===== src/rtl/reg_file_mp.sv =====
// Multi-port register file: two combinational read ports with write-through
// bypass, two write ports, post-reset init sweep and a pending scoreboard.
module reg_file_mp #(
  parameter int                 DATA_W  = 16,
  parameter int                 ADDR_W  = 4,
  parameter bit                 ZERO_R0 = 1'b0,
  parameter logic [DATA_W-1:0]  RST_VAL = {DATA_W{1'b0}}
) (
  input  logic              clk,
  input  logic              rst,
  input  logic [ADDR_W-1:0] raddr1,
  input  logic [ADDR_W-1:0] raddr2,
  output logic [DATA_W-1:0] rdata1,
  output logic [DATA_W-1:0] rdata2,
  output logic              rpend1,
  output logic              rpend2,
  input  logic              wen0,
  input  logic [ADDR_W-1:0] waddr0,
  input  logic [DATA_W-1:0] wdata0,
  input  logic              wen1,
  input  logic [ADDR_W-1:0] waddr1,
  input  logic [DATA_W-1:0] wdata1,
  input  logic              sb_set,
  input  logic [ADDR_W-1:0] sb_addr,
  output logic              ready
);

  localparam int              NREGS    = 2**ADDR_W;
  localparam logic [ADDR_W:0] LAST_IDX = (ADDR_W+1)'(NREGS-1);
  localparam logic [ADDR_W:0] CNT_ONE  = (ADDR_W+1)'(1);
  localparam logic [ADDR_W:0] CNT_ZERO = {(ADDR_W+1){1'b0}};
  localparam logic [ADDR_W-1:0] ADDR_ZERO = {ADDR_W{1'b0}};

  typedef enum logic [0:0] {INIT = 1'b0, RUN = 1'b1} state_t;

  state_t            state_r, state_nxt_s;
  logic [ADDR_W:0]   cnt_r, cnt_nxt_s;
  logic [DATA_W-1:0] regs_r [NREGS];
  logic [NREGS-1:0]  pend_r, pend_nxt_s;
  logic [NREGS-1:0]  clr_mask_s, set_mask_s;

  logic              run_s;
  logic              wr0_s, wr1_s;
  logic              sb_ok_s;

  logic [ADDR_W-1:0] raddr_s [2];
  logic [DATA_W-1:0] rdata_s [2];
  logic              rpend_s [2];

  function automatic logic [NREGS-1:0] onehot(input logic [ADDR_W-1:0] a);
    return {{(NREGS-1){1'b0}}, 1'b1} << a;
  endfunction

  assign run_s = (state_r == RUN);

  // R0 writes vanish when hardwired; port 0 yields to port 1 on an address clash.
  assign wr1_s   = run_s && wen1 && !(ZERO_R0 && (waddr1 == ADDR_ZERO));
  assign wr0_s   = run_s && wen0 && !(ZERO_R0 && (waddr0 == ADDR_ZERO))
                   && !(wen1 && (waddr1 == waddr0));
  assign sb_ok_s = run_s && sb_set && !(ZERO_R0 && (sb_addr == ADDR_ZERO));

  // FSM state and init counter register.
  always_ff @(posedge clk) begin
    state_r <= state_nxt_s;
    cnt_r   <= cnt_nxt_s;
  end

  // Next-state logic: reset restarts the sweep from any state.
  always_comb begin
    state_nxt_s = state_r;
    cnt_nxt_s   = cnt_r;
    if (rst) begin
      state_nxt_s = INIT;
      cnt_nxt_s   = CNT_ZERO;
    end else begin
      case (state_r)
        INIT: begin
          cnt_nxt_s = cnt_r + CNT_ONE;
          if (cnt_r == LAST_IDX) begin
            state_nxt_s = RUN;
          end else begin
            state_nxt_s = INIT;
          end
        end
        RUN: begin
          state_nxt_s = RUN;
          cnt_nxt_s   = cnt_r;
        end
        default: begin
          state_nxt_s = INIT;
          cnt_nxt_s   = CNT_ZERO;
        end
      endcase
    end
  end

  // Array update: init sweep, otherwise the two writeback ports.
  always_ff @(posedge clk) begin
    if (!rst) begin
      if (state_r == INIT) begin
        regs_r[cnt_r[ADDR_W-1:0]] <= RST_VAL;
      end else begin
        if (wr0_s) regs_r[waddr0] <= wdata0;
        if (wr1_s) regs_r[waddr1] <= wdata1;
      end
    end
  end

  // Scoreboard masks: set is applied after clear so a new producer wins.
  always_comb begin
    clr_mask_s = {NREGS{1'b0}};
    set_mask_s = {NREGS{1'b0}};
    pend_nxt_s = pend_r;
    if (rst) begin
      pend_nxt_s = {NREGS{1'b0}};
    end else if (run_s) begin
      clr_mask_s = (wen0 ? onehot(waddr0) : {NREGS{1'b0}})
                 | (wen1 ? onehot(waddr1) : {NREGS{1'b0}});
      set_mask_s = sb_ok_s ? onehot(sb_addr) : {NREGS{1'b0}};
      pend_nxt_s = (pend_r & ~clr_mask_s) | set_mask_s;
    end else begin
      pend_nxt_s = {NREGS{1'b0}};
    end
  end

  // Scoreboard register.
  always_ff @(posedge clk) begin
    pend_r <= pend_nxt_s;
  end

  assign raddr_s[0] = raddr1;
  assign raddr_s[1] = raddr2;

  // Read ports: R0 override, then port-1 bypass, port-0 bypass, array.
  always_comb begin
    rdata_s[0] = RST_VAL;
    rdata_s[1] = RST_VAL;
    rpend_s[0] = 1'b0;
    rpend_s[1] = 1'b0;
    for (int p = 0; p < 2; p++) begin
      if (!run_s) begin
        rdata_s[p] = RST_VAL;
        rpend_s[p] = 1'b0;
      end else if (ZERO_R0 && (raddr_s[p] == ADDR_ZERO)) begin
        rdata_s[p] = {DATA_W{1'b0}};
        rpend_s[p] = 1'b0;
      end else if (wen1 && (waddr1 == raddr_s[p])) begin
        rdata_s[p] = wdata1;
        rpend_s[p] = 1'b0;
      end else if (wen0 && (waddr0 == raddr_s[p])) begin
        rdata_s[p] = wdata0;
        rpend_s[p] = 1'b0;
      end else begin
        rdata_s[p] = regs_r[raddr_s[p]];
        rpend_s[p] = pend_r[raddr_s[p]];
      end
    end
  end

  assign rdata1 = rdata_s[0];
  assign rdata2 = rdata_s[1];
  assign rpend1 = rpend_s[0];
  assign rpend2 = rpend_s[1];
  assign ready  = run_s;

  reg_file_mp_chk #(
    .DATA_W (DATA_W),
    .ADDR_W (ADDR_W),
    .ZERO_R0(ZERO_R0),
    .RST_VAL(RST_VAL)
  ) u_chk (
    .clk   (clk),
    .rst   (rst),
    .ready (ready),
    .raddr1(raddr1),
    .rdata1(rdata1),
    .rdata2(rdata2),
    .rpend1(rpend1),
    .rpend2(rpend2),
    .pend  (pend_r)
  );

endmodule

// Invariant checks for reg_file_mp; carries no functional logic.
module reg_file_mp_chk #(
  parameter int                 DATA_W  = 16,
  parameter int                 ADDR_W  = 4,
  parameter bit                 ZERO_R0 = 1'b0,
  parameter logic [DATA_W-1:0]  RST_VAL = {DATA_W{1'b0}}
) (
  input logic                  clk,
  input logic                  rst,
  input logic                  ready,
  input logic [ADDR_W-1:0]     raddr1,
  input logic [DATA_W-1:0]     rdata1,
  input logic [DATA_W-1:0]     rdata2,
  input logic                  rpend1,
  input logic                  rpend2,
  input logic [2**ADDR_W-1:0]  pend
);

  logic seen_rst_r;

  // Arm the checks once the first reset has been applied.
  always_ff @(posedge clk) begin
    if (rst) seen_rst_r <= 1'b1;
  end

  a_init_outputs: assert property (@(posedge clk) disable iff (rst || !seen_rst_r)
    !ready |-> (rdata1 == RST_VAL) && (rdata2 == RST_VAL) && !rpend1 && !rpend2);

  a_r0_never_pending: assert property (@(posedge clk) disable iff (rst || !seen_rst_r)
    !(ZERO_R0 && pend[0]));

  a_r0_reads_zero: assert property (@(posedge clk) disable iff (rst || !seen_rst_r)
    (ZERO_R0 && ready && (raddr1 == {ADDR_W{1'b0}})) |-> (rdata1 == {DATA_W{1'b0}}) && !rpend1);

endmodule

===== config.mk =====
export PLATFORM = sky130hd
export DESIGN_NAME = reg_file_mp
export DESIGN_NICKNAME = d
export VERILOG_FILES = /design/src/rtl/reg_file_mp.sv
export SDC_FILE = /design/constraint.sdc
export NUM_CORES = 1
export LEC_CHECK = 0
export CORE_MARGIN = 3
export CORE_UTILIZATION = 42
export DETAILED_ROUTE_END_ITERATION = 16
export SLEW_MARGIN = 20
export SYNTH_ARGS = -nofsm -noshare
export SYNTH_HDL_FRONTEND = slang
export SYNTH_SLANG_ARGS = --single-unit

===== constraint.sdc =====
create_clock -name clk -period 6.5 [get_ports clk]
set_input_delay 1.3 -clock clk [delete_from_list [all_inputs] [get_ports clk]]
set_output_delay 1.3 -clock clk [all_outputs]
set_load 0.01 [all_outputs]

Word-level counts from Yosys, hierarchy flattened
Memories as Yosys holds them, arrays and structs flattened.
Cells that the tools add are included.
{"block": "op_classes", "n_addsub": 1, "mul": 0, "n_div": 0, "n_lt_le_gt_ge": 2, "n_eq_ne": 6, "shifts": 3, "muxes": 36, "bitwise": 5, "n_reduce_logical": 12}
{"op": "16-bit two-way mux", "count": 10}
{"op": "1-bit by 4-bit << shifter with 16-bit output, first input constant", "count": 3}
{"op": "16-bit OR", "count": 2}
{"op": "1-bit two-way mux", "count": 21}
{"op": "4-bit == test", "count": 5}
{"op": "16-bit AND", "count": 1}
{"op": "16-bit inverter", "count": 1}
{"op": "16-bit OR reduction", "count": 1}
{"op": "4-bit by 5-bit less-than comparator with 1-bit output, second input constant", "count": 2}
{"op": "1-bit logical AND", "count": 9}
{"op": "1-bit binary-select mux with 4-bit select", "count": 2}
{"op": "5-bit by 1-bit adder with 5-bit output, second input constant", "count": 1}
{"op": "5-bit by 4-bit == test with 1-bit output, second input constant", "count": 1}
{"op": "5-bit two-way mux", "count": 1}
{"op": "4-bit two-way mux", "count": 1}
{"op": "1-bit one-hot mux with 2 select lines", "count": 1}
{"op": "2-bit OR reduction", "count": 1}
{"op": "1-bit zero test", "count": 1}
{"op": "1-bit inverter", "count": 1}
{"block": "word_totals", "reg_bits": 22, "latch_bits": 0, "mem_bits_rw": 256, "rom_bits": 0, "in_bits": 57, "out_inout_bits": 35, "elab_cells": 69, "n_memories": 1}
{"name": "regs_r", "words": 16, "width": 16, "rd": 2, "rd_clocked_by_memory_dff": 0, "write_ports": 2, "line": "38", "source": "logic [DATA_W-1:0] regs_r [NREGS];"}

Logic depth before layout (Yosys ltp)
Gate-level depths: netlist of the first run.
{"block": "depth", "ltp_word": 10, "depth_mapped": 8, "depth_no_buf": 6}

Least setup slack after synthesis of the first run
No wires, ideal clock.
{"block": "synth_timing", "path_kind": "in2reg", "startpoint": "input waddr1[3]", "endpoint": "memory regs_r[10][0] (enable)", "setup_ns": 0.447, "arrival_time_ns": 4.002, "required_time_ns": 6.053, "slack_ns": 2.051, "stages": 5, "n_path_buf": 1, "cell_sequence": "buf_2 -> xnor2_1 -> nand3_1 -> o21ai_1 -> o311ai_0"}
{"item": "start, declared", "line": "21", "source": "input logic [ADDR_W-1:0] waddr1,"}
{"item": "end, declared", "line": "38"}

Final worst setup path of the first run
{"block": "layout_timing", "startpoint": "input raddr1[2]", "endpoint": "output rdata1[1]"}
{"block": "layout_between", "elab_chain_cells": 5, "elab_cells_between_ends": 8, "classes_between": "eq/ne: 2; mux: 3; reduce/logical: 2; memory: 1"}
{"item": "start, declared", "line": "11", "source": "input logic [ADDR_W-1:0] raddr1,"}
{"item": "branches (longest 3 deep; another with memory 16 x 16 bit)"}
{"item": "16-bit two-way mux (*)", "line": "147", "source": "end else if (wen1 && (waddr1 == raddr_s[p])) begin"}
{"item": "16-bit two-way mux (*)", "line": "141", "source": "if (!run_s) begin"}
{"item": "end, declared", "line": "13", "source": "output logic [DATA_W-1:0] rdata1,"}
Every way passes the cells marked *.

==> impl_metrics.env, run 1 <==
export IMPL_min_period_ns=5.937
export IMPL_first_iter_violations=2125
export IMPL_yosys_area_top_type="edfxtp_1"
export IMPL_holdCritPathClass="reg2reg"
export IMPL_cpMostUsedCell="clkdlybuf4s50_1"
export IMPL_die_h_um=209.7
export IMPL_critPathKind="in2out"
export IMPL_hold_viol=0
export IMPL_cts_root_buf="clkbuf_16"
export IMPL_grt_pass1_vias=14170
export IMPL_rows=73
export IMPL_grt_ovfl_total=0
export IMPL_grt_usage_pct=29.34
export IMPL_fmax_ghz=0.1684
export IMPL_synth_seq_cells=278
export IMPL_start_util_pct=43.16
export IMPL_fin_crit_sh_pct=91.34
export IMPL_first_pass_iters=8
export IMPL_via_per_inst=6.862
export IMPL_leakage_nw=6.554
export IMPL_fin_worst_skew_ns=0.02091
export IMPL_crit_family="buffers and inverters"
export IMPL_core_area_um2=40370
export IMPL_ir_drop_uv=139.9
export IMPL_path_buf_inv=2
export IMPL_syn_area_per_cell_um2=11.31
export IMPL_grt_pass1_wl_um=95640
export IMPL_final_cell_area_um2=20090
export IMPL_synth_area_leaders="edfxtp_1, mux4_2, o21ai_0"
export IMPL_synthFlopType="edfxtp_1"
export IMPL_pin_count=92
export IMPL_via_count=14420
export IMPL_synth_fp_nets=1600
export IMPL_synth_area_um2=17420
export IMPL_wl_um=65630
export IMPL_antenna_found_initial=0
export IMPL_tns_ns=0
export IMPL_critPathMaxStageDelay_ns=0.96
export IMPL_clk_latency_ns=0.51
export IMPL_setup_violations=0
export IMPL_clock_path_buffers=3
export IMPL_slew_viol_final=0
export IMPL_ys_seq_area_share_pct=46.65
export IMPL_post_cts_setup_buffers=0
export IMPL_dpl_cell_area_um2=19060
export IMPL_routedWlPerCell_um=31.22
export IMPL_syn_inst=1541
export IMPL_netSwitchingPower_mw=1.030
export IMPL_port_buffers=91
export IMPL_p_sw_share_pct=24.84
export IMPL_diodes=0
export IMPL_cts_buffers_inserted=34
export IMPL_crit_fanout=16
export IMPL_synth_common_cells="edfxtp_1, o21ai_0, nand2_1"
export IMPL_drc=0
export IMPL_holdWs_ns=0.4985
export IMPL_async_reset_ff_share_pct=0
export IMPL_synth_most_common_cell="edfxtp_1"
export IMPL_synth_enable_flop_cells=256
export IMPL_dpl_hpwl_um=42170
export IMPL_cp_arrival_ns=4.64
export IMPL_ant_nets=0
export IMPL_die_width_um=209.7
export IMPL_postCtsHoldBufs=0
export IMPL_cp_slowest_cell="and2_1"
export IMPL_yosys_warnings=0
export IMPL_worstPathCellList="clkdlybuf4s50_1, and2_1, a22oi_1, a221oi_1, o32a_1, clkdlybuf4s50_1"
export IMPL_grt_start_max_net_pins=92
export IMPL_rsz0062_at_grt="no"
export IMPL_cts_clk_slew_worst_paths_ns=0.05
export IMPL_ctsResizeCount=0
export IMPL_power_frac_clock_pct=43.1
export IMPL_maxCapViolations=0
export IMPL_post_route_util_pct=49.77
export IMPL_startpoint_type="primary input"
export IMPL_pwr_density_cell_nw_per_um2=206.4
export IMPL_synthToLayoutAreaGrowth_pct=15.32
export IMPL_gp_congestion=0.9522
export IMPL_worst_pin_slew_ns=1.182
export IMPL_cts_tree="built"
export IMPL_clock_sinks=278
export IMPL_internal_power_mw=3.117
export IMPL_yosysTopAreaCellShare_pct=44.12
export IMPL_layout_drive_gt1_share_pct=19.85
export IMPL_synth_cell_types=50
export IMPL_slew_headroom_pct=20.85
export IMPL_critPathCaptureType="output pin"
export IMPL_pwr_share_seq_pct=47.2
export IMPL_required_ns=5.20
export IMPL_h_tree_depth=2
export IMPL_outcome="finished, final reports clean"
export IMPL_power_frac_comb_pct=9.7
export IMPL_nNetsFinal=1614
export IMPL_fp_dieArea_um2=43960
-- metrics by stage --
stage	setup WS (ns)	std cells	power (mW)
6_report	0.5631	2102	4.148
5_1_grt	0.5831	2102	4.242
4_1_cts	0.6825	2100	4.142
3_5_place_dp	0.6888	2042	2.387
3_3_place_gp	0.6813	2040	2.383
2_1_floorplan	2.051	1541	2.228
-- power by group through the flow --
stage | combinational, mW | sequential [mW] | clock (mW)
2_1_floorplan | 0.238 | 1.99 | 0
3_3_place_gp | 0.389 | 1.99 | 0
3_5_place_dp | 0.391 | 2.00 | 0
4_1_cts | 0.392 | 1.96 | 1.79
5_1_grt | 0.414 | 1.96 | 1.87
6_report | 0.402 | 1.96 | 1.79
-- cell usage in the layout, fill, tap and decap left out, types with 4 or more instances in the layout --
cell and instances:
and2_1 4, nor2_1 59, o21ai_0 219, a22oi_1 73, o32a_1 32, nor2b_1 12, nand3b_1 7, dfxtp_1 22
a32oi_1 7, clkbuf_1 5, o21ai_1 7, clkinv_1 7, mux4_2 138, nor3_2 5, o31ai_4 14, xnor2_1 21
or2_2 4, buf_4 82, nor2_2 4, and3_1 7, nand2b_1 9, o211ai_1 16, edfxtp_1 256, clkdlybuf4s50_1 87
inv_1 7, clkbuf_16 35, nor3b_1 4, clkinv_2 5, a221oi_1 32, nor3_1 7, nand2_1 192, nand3_1 99
mux2i_1 31, a21oi_1 18, buf_12 5
-- path summary, 6_finish.rpt --
check,from,end,slack [ns],cells after the start
setup / recovery,raddr1[2],rdata1[1],0.56,6
hold / removal,cnt_r[4]$_SDFFE_PP0N_,cnt_r[4]$_SDFFE_PP0N_,0.50,2
setup reg to reg,ready$_SDFF_PP0_,regs_r[14][10]$_DFFE_PP_,2.82,6
hold reg to reg,cnt_r[4]$_SDFFE_PP0N_,cnt_r[4]$_SDFFE_PP0N_,0.50,2
-- logic make-up after synthesis --
family / Yosys count / synth area share (%)
XOR/XNOR: 23 / 1.156
multiplexers: 169 / 19.62
AO/OA/AOI/OAI: 425 / 15.55
flip-flops: 278 / 46.65
AND/OR/NAND/NOR: 439 / 11.69
buffers and inverters: 205 / 5.185
adder cells (fa/ha/maj): 2 / 0.1436
-- worst register-to-register path, delay by kind of cell (launching register included) --
| family | cells | cell delay, ns |
|---|---|---|
| AO/OA/AOI/OAI | 2 | 1.02 |
| buffers and inverters | 2 | 0.64 |
| flip-flops | 1 | 0.79 |
| AND/OR/NAND/NOR | 2 | 0.92 |
-- layout make-up --
cell class	count	area, um^2
Multi-Input combinational cell	1058	8666
Clock inverter	18	122.6
Fill cell	3527	20280
Sequential cell	278	8128
Inverter	8	30.03
Clock buffer	40	894.6
Tap cell	525	656.9
Timing Repair Buffer	175	1594
-- registers in the layout (all words and copies together) (netlist names) --
name    cells
ready       1
regs_r    256
cnt_r       5
pend_r     16
-- metal layers --
metal  GRT usage [%]  part of all wire (%)
met1           40.87                    38
met4           11.73                   4.4
met3           7.474                    13
met2           44.19                    44
met5               0                     0
(Power assumes the default switching activity.)
==> run 2: changes to the inputs <==
--- a/config.mk
+++ b/config.mk
@@ -5,6 +5,7 @@
 export SDC_FILE = /design/constraint.sdc
 export NUM_CORES = 1
 export LEC_CHECK = 0
+export CORE_ASPECT_RATIO = 0.8
 export CORE_MARGIN = 3
 export CORE_UTILIZATION = 42
 export DETAILED_ROUTE_END_ITERATION = 16
==> run 2 against run 1 <==
Compared with the run above:
- cell area rose by 0.17%
- via count fell by 4.2%
- die area barely moved
- flip-flop and latch count did not move
- register-to-register slack improved by 0.39 ns
- worst setup slack improved by 0.23 ns
- worst hold slack got worse by 0.012 ns
- largest cell class unchanged
- highest routed layer is now met5
==> impl_metrics.env, run 2 (synthesis gave the netlist of run 1 again) <==
export IMPL_cts_buffers_inserted=30
export IMPL_grt_pass1_wl_um=89280
export IMPL_first_pass_iters=6
export IMPL_fin_crit_sh_pct=87.84
export IMPL_critPathCaptureType="output pin"
export IMPL_p_sw_share_pct=23.35
export IMPL_rows=66
export IMPL_multi_input_area_um2=8678
export IMPL_dpl_cell_area_um2=18960
export IMPL_die_width_um=233.7
export IMPL_min_period_ns=5.710
export IMPL_postCtsHoldBufs=0
export IMPL_cp_slowest_cell="and2_1"
export IMPL_drc=0
export IMPL_ir_drop_uv=185.4
export IMPL_cts_tree="built"
export IMPL_rsz0062_at_grt="no"
export IMPL_first_iter_violations=1869
export IMPL_port_buffers=91
export IMPL_pin_count=92
export IMPL_fmax_ghz=0.1751
export IMPL_clk_latency_ns=0.58
export IMPL_fp_dieArea_um2=43980
export IMPL_grt_pass1_vias=13580
export IMPL_critPathMaxStageDelay_ns=0.78
export IMPL_largest_register_ffs=256
export IMPL_cts_root_buf="clkbuf_16"
export IMPL_antenna_found_initial=3
export IMPL_internal_power_mw=3.271
export IMPL_tns_ns=0
export IMPL_final_common_cell="edfxtp_1"
export IMPL_hold_viol=0
export IMPL_crit_start="raddr1[2]"
export IMPL_cts_clk_slew_worst_paths_ns=0.06
export IMPL_crit_fanout=16
export IMPL_via_per_inst=6.555
export IMPL_final_cell_mix="edfxtp_1, o21ai_0, nand2_1"
export IMPL_hold_start="cnt_r[4]$_SDFFE_PP0N_"
export IMPL_layout_drive_gt1_share_pct=19.14
export IMPL_cp_arrival_ns=4.41
export IMPL_via_count=13810
export IMPL_nNetsFinal=1597
export IMPL_path_buf_inv=2
export IMPL_synthToLayoutAreaGrowth_pct=15.51
export IMPL_r2r_start="ready$_SDFF_PP0_"
export IMPL_holdWs_ns=0.4860
export IMPL_core_area_um2=40790
export IMPL_final_cell_area_um2=20130
export IMPL_start_util_pct=42.71
export IMPL_pwr_density_cell_nw_per_um2=212.0
export IMPL_leakage_nw=6.535
export IMPL_ff_latch_area_um2=8128
export IMPL_power_mw=4.268
export IMPL_slew_viol_final=0
export IMPL_critPathKind="in2out"
export IMPL_slew_headroom_pct=24.80
export IMPL_timing_final_ws_setup_ns=0.7904
export IMPL_worstPathCellList="clkdlybuf4s50_1, and2_1, a22oi_1, a221oi_1, o32a_1, clkdlybuf4s50_1"
export IMPL_setup_violations=0
export IMPL_holdCritPathClass="reg2reg"
export IMPL_power_frac_comb_pct=9.2
export IMPL_clock_sinks=278
export IMPL_required_ns=5.20
export IMPL_h_tree_depth=1
export IMPL_routedWlPerCell_um=28.97
export IMPL_grt_ovfl_total=0
export IMPL_ctsResizeCount=0
export IMPL_netSwitchingPower_mw=0.9963
export IMPL_pwr_share_seq_pct=45.9
export IMPL_startpoint_type="primary input"
export IMPL_top_regs="regs_r: 256 flops, pend_r: 16 flops, cnt_r: 5 flops"
export IMPL_post_cts_setup_buffers=0
export IMPL_pre_cts_ws_ns=0.8974
export IMPL_ant_nets=0
export IMPL_clock_path_buffers=3
export IMPL_outcome="finished, final reports clean"
export IMPL_worst_pin_slew_ns=1.123
export IMPL_regMostFlops="regs_r"
export IMPL_maxCapViolations=0
export IMPL_cpMostUsedCell="clkdlybuf4s50_1"
export IMPL_grt_start_max_net_pins=56
export IMPL_crit_family="buffers and inverters"
export IMPL_n_fill_cell=3602
export IMPL_gp_congestion=0.9728
export IMPL_grt_usage_pct=27.59
export IMPL_die_h_um=188.2
export IMPL_power_frac_clock_pct=45.0
export IMPL_fin_worst_skew_ns=0.009997
export IMPL_dpl_hpwl_um=40860
export IMPL_wl_um=61050
-- run 2: cell count changes in the layout (fill, tap and decap cells not counted), moves of 2 or more --
cell,change
clkbuf_16,-4
inv_6,-2
bufinv_16,+7
buf_4,-16
clkinvlp_4,-2
buf_6,+2
nor2_2,-2
buf_8,+3
clkbuf_1,-2
-- run 2: through the flow --
stage | instances | utilization (%)
2_1_floorplan | 1541 | -
3_3_place_gp | 2044 | 46.41
3_5_place_dp | 2047 | 46.49
4_1_cts | 2103 | 49.17
5_1_grt | 2106 | 49.33
6_report | 2107 | 49.33
-- run 2: power by group through the flow --
| stage | clock network, mW | logic (mW) | registers (mW) |
|---|---|---|---|
| after floorplan | 0 | 0.238 | 1.99 |
| after global placement | 0 | 0.377 | 1.99 |
| after detailed placement | 0 | 0.381 | 2.00 |
| after CTS | 1.93 | 0.382 | 1.96 |
| after global routing | 2.00 | 0.407 | 1.96 |
| final | 1.92 | 0.391 | 1.96 |
-- run 2: layout make-up --
| cell class | count | share of cell area [%] |
|---|---|---|
| flip-flops and latches | 278 | 40.39 |
| clock inverters | 22 | 1.517 |
| diodes | 1 | 0.01243 |
| repair buffers | 162 | 7.523 |
| inverters | 8 | 0.1492 |
| clock buffers | 34 | 3.910 |
| well taps | 544 | 3.382 |
| multi-input cells | 1058 | 43.12 |
-- run 2: final timing paths --
check	to	slack, ns	depth (start not counted)
setup / recovery	rdata1[4]	0.79	6
hold / removal	cnt_r[4]$_SDFFE_PP0N_	0.49	2
setup reg to reg	regs_r[10][13]$_DFFE_PP_	3.21	5
hold reg to reg	cnt_r[4]$_SDFFE_PP0N_	0.49	2
-- run 2: per-layer routing --
metal / track usage, % / routed length [um] / vias up / part of all wire (%)
met1: 38.61 / 24580 / 6904 / 40
li1: - / - / 6017 / -
met3: 7.285 / 6986 / 107 / 11
met5: 0.4464 / 27 / - / 0.044
met2: 42.46 / 27690 / 780 / 45
met4: 8.094 / 1758 / 4 / 2.9
-- run 2: worst reg2reg max path, delay by kind of cell, from the launching register on --
| kind | cells | cell delay [ns] |
|---|---|---|
| DFF | 1 | 0.75 |
| and+or+nand+nor | 2 | 0.82 |
| AOI/OAI and AO/OA | 1 | 0.42 |
| buffers and inverters | 2 | 1.01 |
